## src/rtl/booth_mul_ctrl.sv

```systemverilog
// booth_mul_ctrl: sequential radix-2 Booth multiply controller (MiniSRC MUL).
// Time-shares an external 64-bit adder, one add/sub/pass per cycle.
//
// Ports:
//   clk, rst_n        clock, synchronous active-low reset
//   start             request, sampled only in IDLE
//   signed_op         1 = two's complement operands, 0 = unsigned
//   mcand, mplier     operands, sampled with start
//   busy              high in RUN and DONE
//   done              one-cycle pulse, hi/lo valid
//   hi, lo            upper / lower halves of the product
//   add_a, add_b      operands driven to the external adder
//   add_cin           carry-in driven to the external adder
//   add_sum           combinational sum returned by the external adder
//
// WIDTH must satisfy 2*WIDTH <= 64.
module booth_mul_ctrl #(
    parameter int WIDTH = 32
) (
    input  logic             clk,
    input  logic             rst_n,
    input  logic             start,
    input  logic             signed_op,
    input  logic [WIDTH-1:0] mcand,
    input  logic [WIDTH-1:0] mplier,
    output logic             busy,
    output logic             done,
    output logic [WIDTH-1:0] hi,
    output logic [WIDTH-1:0] lo,
    output logic [63:0]      add_a,
    output logic [63:0]      add_b,
    output logic             add_cin,
    input  logic [63:0]      add_sum
);

    localparam int PW = 2 * WIDTH;
    localparam int CW = $clog2(WIDTH + 2);

    // Product is taken modulo 2^(2*WIDTH); bits above are forced to zero.
    localparam logic [63:0] PMASK =
        (PW >= 64) ? {64{1'b1}} : ((64'd1 << PW) - 64'd1);

    typedef enum logic [1:0] {
        IDLE = 2'd0,
        RUN  = 2'd1,
        DONE = 2'd2
    } state_t;

    state_t          state;
    state_t          state_nxt;

    logic [63:0]     acc;
    logic [63:0]     md;
    logic [WIDTH:0]  mq;
    logic            q_prev;
    logic [CW-1:0]   count;
    logic [CW-1:0]   iter;

    logic            q_cur;
    logic            last_step;
    logic [63:0]     sum_masked;
    logic [63:0]     md_load;
    logic [WIDTH:0]  mq_load;
    logic [CW-1:0]   iter_load;

    assign q_cur      = mq[count];
    assign sum_masked = add_sum & PMASK;

    // Signed operands are extended with their sign bit; unsigned
    // operands get a zero extension bit and one extra Booth step so the
    // top multiplier bit is never interpreted as a sign.
    assign md_load = signed_op
        ? {{(64 - WIDTH){mcand[WIDTH-1]}}, mcand}
        : {{(64 - WIDTH){1'b0}}, mcand};
    assign mq_load   = {signed_op & mplier[WIDTH-1], mplier};
    assign iter_load = signed_op ? CW'(WIDTH) : CW'(WIDTH + 1);

    always_comb begin
        state_nxt = state;
        busy      = 1'b0;
        done      = 1'b0;
        add_a     = 64'd0;
        add_b     = 64'd0;
        add_cin   = 1'b0;
        last_step = 1'b0;
        unique case (state)
            IDLE: begin
                if (start) begin
                    state_nxt = RUN;
                end
            end
            RUN: begin
                busy  = 1'b1;
                add_a = acc;
                unique case ({q_cur, q_prev})
                    2'b01: begin
                        add_b = md;
                    end
                    2'b10: begin
                        add_b   = ~md;
                        add_cin = 1'b1;
                    end
                    default: begin
                        add_b = 64'd0;
                    end
                endcase
                if (count == iter - CW'(1)) begin
                    last_step = 1'b1;
                    state_nxt = DONE;
                end
            end
            DONE: begin
                busy      = 1'b1;
                done      = 1'b1;
                state_nxt = IDLE;
            end
            default: begin
                state_nxt = IDLE;
            end
        endcase
    end

    always_ff @(posedge clk) begin
        if (!rst_n) begin
            state <= IDLE;
        end else begin
            state <= state_nxt;
        end
    end

    always_ff @(posedge clk) begin
        if (!rst_n) begin
            acc    <= 64'd0;
            md     <= 64'd0;
            mq     <= '0;
            q_prev <= 1'b0;
            count  <= '0;
            iter   <= '0;
            hi     <= '0;
            lo     <= '0;
        end else begin
            if (state == IDLE && start) begin
                acc    <= 64'd0;
                md     <= md_load;
                mq     <= mq_load;
                q_prev <= 1'b0;
                count  <= '0;
                iter   <= iter_load;
            end else if (state == RUN) begin
                acc    <= sum_masked;
                md     <= md << 1;
                q_prev <= q_cur;
                count  <= count + CW'(1);
                if (last_step) begin
                    hi <= sum_masked[PW-1:WIDTH];
                    lo <= sum_masked[WIDTH-1:0];
                end
            end
        end
    end

endmodule

```

## config.mk

```make
export PLATFORM = sky130hd
export DESIGN_NAME = booth_mul_ctrl
export DESIGN_NICKNAME = d
export VERILOG_FILES = /design/src/rtl/booth_mul_ctrl.sv
export SDC_FILE = /design/constraint.sdc
export NUM_CORES = 1
export LEC_CHECK = 0
export BUFFER_PORTS_ARGS = -buffer_cell sky130_fd_sc_hd__buf_2
export CAP_MARGIN = 15
export CORE_ASPECT_RATIO = 1.2
export CORE_UTILIZATION = 36
export DETAILED_ROUTE_END_ITERATION = 10
export GPL_TIMING_DRIVEN = 0
export PLACE_DENSITY = 0.62
export SETUP_SLACK_MARGIN = 0.2
export SLEW_MARGIN = 20
export SYNTH_ARGS = -nofsm -noshare
export SYNTH_HDL_FRONTEND = slang
export SYNTH_SLANG_ARGS = --single-unit
```

## constraint.sdc

```tcl
create_clock -name clk -period 3.4 [get_ports clk]
set_input_delay 0.34 -clock clk [delete_from_list [all_inputs] [get_ports clk]]
set_output_delay 0.34 -clock clk [all_outputs]
set_load 0.02 [all_outputs]
```

# Yosys cells after proc, flatten, opt, wreduce, memory -nomap -nowiden
# Index checks and enable logic that the tools add are counted.
[word_totals]
reg_bits = 240
inputBits = 132
out_inout_bits = 195
wordCells = 48
[op_classes]
n_addsub = 2
order_cmp = 1
eq_ne = 7
mux = 18
bitwise_logic = 4
n_reduce_logical = 7
[op_table]
columns = ["op", "n"]
rows = [
  ["$mux 64", 5],
  ["$pmux 64 s2", 1],
  ["$not 64->64", 1],
  ["$mux 1", 8],
  ["$lt 6x7->1 const B", 1],
  ["$add 6x1->6 const B", 1],
  ["$bmux 1 s6", 1],
  ["$eq 6x6->1", 1],
  ["$sub 6x1->6 const B", 1],
  ["$eq 2x1->1 const B", 2],
  ["$eq 2x2->1 const B", 2],
  ["$mux 2", 2],
  ["$ne 2x2->1 const B", 2],
  ["$pmux 2 s2", 1],
  ["$reduce_or 2->1", 2],
  ["$reduce_and 3->1", 1],
  ["$logic_not 2->1", 1],
  ["$not 1->1", 2],
  ["$reduce_and 2->1", 1],
  ["$reduce_bool 2->1", 1],
  ["$and 1x1->1", 1],
  ["$logic_and 1x1->1", 1],
]

# Logic depth before layout (Yosys ltp)
[depth]
ltp_word = 5
depth_mapped = 9
depth_no_buf = 7

# Worst setup path after synthesis
# Ideal clock, no wire load.
[synth_path]
path_type = "register to output"
from = "reg count[1]"
to = "out add_b[24]"
arrival_ns = 2.315
setup_slack_ns = 0.745
stages_incl_launch_ff = 10
n_path_buf = 4
cell_sequence = "dfxtp_1 > buf_4 > buf_6 > mux2_1 > o22ai_1 > o311a_1 > a2111oi_4 > buf_6 > buf_8 > mux2i_1"
[synth_between]
elab_chain_len = 5
word_cells_on_any_way = 6
cone_classes = "eq/ne (2); mux (4)"
[synth_rtl]
columns = ["item", "line", "rtl"]
rows = [
  ["start: declaration", "56", "logic [CW-1:0] count;"],
  ["start signal: assignment", "153", "count <= count + CW'(1);"],
  ["$bmux 1 s6 (*)", "66", "assign q_cur = mq[count];"],
  ["$mux 1 (implied by the code) (*)", "66", ""],
  ["$eq 2x2->1 or $eq 2x1->1 (tied branches)", "95", "unique case ({q_cur, q_prev})"],
  ["$pmux 64 s2 (*)", "95", ""],
  ["$mux 64 (*)", "86", "unique case (state)"],
  ["end: declaration", "31", "output logic [63:0] add_b,"],
]
# Every way passes the cells marked *; elsewhere a longest branch is shown, timed or not. The select of a mux whose other input is x is not followed.

# Worst setup path after layout
[layout_path]
from = "reg count[3]"
to = "out add_b[29]"
# The elaborated chain is that of the path after synthesis.

==> impl_metrics.yaml <==
die:
  ios: 327
  die_y_microns: 195
  fp.coreArea_sq_um: 30400
  start_util: 0.366
  dieArea_sq_um: 31600
  fp-row-count: 70
  die_x_microns: 162
synthesis:
  synthArstFlopShare: 0
  syn-num-nets: 1430
  synth-edff-count: 0
  ys_seq_area_frac: 0.425
  synth_seq_cells: 236
  ys_types: 44
  syn_avg_cell_area_sq_um: 8.60
  yosysWarnings: 0
  synth_flop_cell: "dfxtp_1"
  syn_inst: 1293
  synth_area_sq_um: 11100
global_routing:
  grt_antenna_before_repair: 5
  grt_use_total: 0.211
  grt_remaining_overflow: 0
  grt_max_degree: 14
  grt_pass1_vias: 9867
  grt_pass1_wl_microns: 53100
clock_network:
  path_clk_slew_ns: 0.07
  clock_latency_ns: 0.54
  cts_hold_buf: 0
  cts-root-buf: "clkbuf_16"
  cts_sinks: 236
  cts_buffers: 26
  tritoncts: "built"
  clockBufferDepth: 3
  cts_max_level: 1
worst_setup_path:
  cp-start-kind: "flop"
  critPathMaxFanout: 10
  worst-r2r-setup-slack_ns: 0.81
  cp.arrival_ns: 3.01
  cp-end-kind: "output port"
  cp.required_ns: 3.06
  worst-setup-path-type: "flop to output port"
detailed_routing:
  avgViaCountPerCell: 4.86
  drc: 0
  num_vias: 10102
  ant_nets: 0
  dr.pass1.iters: 5
  wire_per_inst_microns: 16.5
  wirelength_microns: 34400
  drt_iter0_markers: 379
finish:
  num-fill-cells: 2964
  regArea_sq_um: 4730
  syn_to_final_growth_pct: 34.3
  layout-drive-gt1-share: 0.275
  layout.nets: 1799
  utilization: 0.491
  multiInputGateArea_sq_um: 6170
sta:
  tightestPinTransition_ns: 1.10
  rsz0062_at_grt: "true"
  drv_slew: 0
  skew_ns: 0.0107
  finalHoldViolations: 0
  setup_tns_ns: 0
  relSlewSlack: 0.265
  finalSetupViolations: 0
  holdWs_ns: 0.0360
  period_share: 0.986
  max_freq_ghz: 0.298
  layout_min_cycle_time_ns: 3.35
placement:
  io_buffers: 326
  hpwl_microns: 25500
  place.gp.congestion: 0.848
status:
  status: "complete, no violations"
pwr:
  p_leak_nw: 6.55
  power_density_nw_per_um2: 584
  ir_drop_mv: 0.421
min_path:
  hp-class: "input port to flop"
run:
  cap_violations: 0
[synthesized netlist by cell type, types with 2 or more instances]
cell type / instances / area [sq um]
a31oi_1: 2 / 12.5
and2_1: 67 / 419
ha_1: 5 / 62.6
o211a_1: 32 / 320
nor2b_1: 4 / 25.0
a21oi_1: 34 / 170
nor2_1: 103 / 387
nand2_1: 298 / 1120
or3_1: 2 / 12.5
buf_4: 4 / 30.0
clkbuf_1: 83 / 312
buf_8: 4 / 60.1
nand4_1: 4 / 25.0
dfxtp_1: 236 / 4720
mux4_2: 5 / 113
mux2i_1: 163 / 1630
buf_1: 4 / 15.0
buf_2: 11 / 55.1
inv_1: 3 / 11.3
xor2_1: 2 / 17.5
a21boi_0: 10 / 75.1
buf_6: 2 / 22.5
a21boi_1: 88 / 661
nand2b_1: 66 / 413
xnor2_1: 3 / 26.3
o21ai_0: 33 / 165
nand3_1: 4 / 20.0
nor3b_1: 2 / 15.0
mux2_2: 4 / 45.0
[layout make-up]
type	instances	share of cell area
clock inverter	14	0.0112
buffer	108	0.0387
clock buffer	33	0.0487
tap	396	0.0332
antenna	2	0.000335
inverter	3	0.000754
multi-input combinational	946	0.414
timing repair buffer	341	0.137
sequential	236	0.317
[flip-flops by register name, indices dropped and copies added, names as in the netlist]
signal and flops:
acc 64, md 64, mq 33, hi 32, lo 32, count 6
iter 2, state 2, q_prev 1
[cells by family (layout without fill, tap and decap cells)]
kind of cell               after synthesis  after routing  synth area share
AOI/OAI and AO/OA                      209            209             0.136
xor gates and xnor gates                 5              5           0.00394
adders and majority gates                5              5           0.00563
buffers and inverters                  111            499            0.0455
DFF                                    236            236             0.425
muxes                                  173            173             0.162
other                                    0              2                 0
and+or+nand+nor                        554            554             0.222
[power by group]
part | total, mW | switching [mW] | internal (mW)
Clock | 2.94 | 1.19 | 1.74
Combinational | 2.47 | 1.42 | 1.05
Sequential | 3.31 | 0.221 | 3.08
Total | 8.71 | 2.84 | 5.87
[critical path, stage by stage, from the launching register on]
cell and delay, ns:
dfxtp_1 0.45, buf_2 0.28, nor3b_1 0.08, o311a_1 0.38, a2111oi_4 0.32, buf_4 0.20, buf_6 0.17, buf_12 0.16
mux2i_4 0.27, buf_6 0.15
[final timing paths]
path | start | depth (start not counted) | endpoint
worst max-delay path | count[3]$_SDFFE_PP0P_ | 9 | add_b[29]
worst min-delay path | mcand[0] | 3 | md[0]$_SDFFE_PN0P_
worst max register to register | count[3]$_SDFFE_PP0P_ | 7 | lo[16]$_SDFFE_PN0P_
worst min register to register | hi[30]$_SDFFE_PN0P_ | 2 | hi[30]$_SDFFE_PN0P_
[what timing repair did]
| item | in CTS | in global routing |
|---|---|---|
| pin swaps | 3 | 2 |
| gates resized for setup | 120 | 55 |
| setup endpoints to repair | 109 | 91 |
| endpoints found under the hold margin | 0 | 0 |
| cloned | 1 | 3 |
| buffers inserted | 8 | 3 |
[layout by cell type, fill, tap and decap left out, types with 6 or more instances in the layout]
cell	synthesis	layout
clkbuf_1	83	73
buf_12	0	7
a21boi_1	88	88
clkbuf_16	0	28
o21ai_0	33	33
nor2_1	103	103
buf_6	2	21
mux2i_2	0	8
buf_2	11	273
clkbuf_2	0	12
clkinv_2	0	6
a21boi_0	10	10
mux2i_1	163	137
mux2i_4	0	18
and2_1	67	67
nand2_1	298	298
a21oi_1	34	34
nand2b_1	66	66
o211a_1	32	32
dfxtp_1	236	234
buf_4	4	58
[metal layers]
layer	GRT usage	vias to the layer above	wire, microns
li1	-	5044	-
met1	0.241	4687	14000
met2	0.383	309	17000
met3	0.0519	56	2550
met4	0.0639	6	889
met5	0	-	34
[metrics by stage]
step / area, sq um / setup slack (ns) / total power, mW / instances
after global routing: 14900 / -0.0249 / 9.19 / 2078
after detailed placement: 13200 / 0.311 / 5.61 / 2015
final: 14900 / 0.0478 / 8.71 / 2079
after CTS: 14700 / 0.0231 / 8.71 / 2071
after floorplan: 11100 / 0.745 / 4.92 / 1293
after global placement: 13200 / 0.275 / 5.58 / 2015
(Power assumes the default switching activity.)
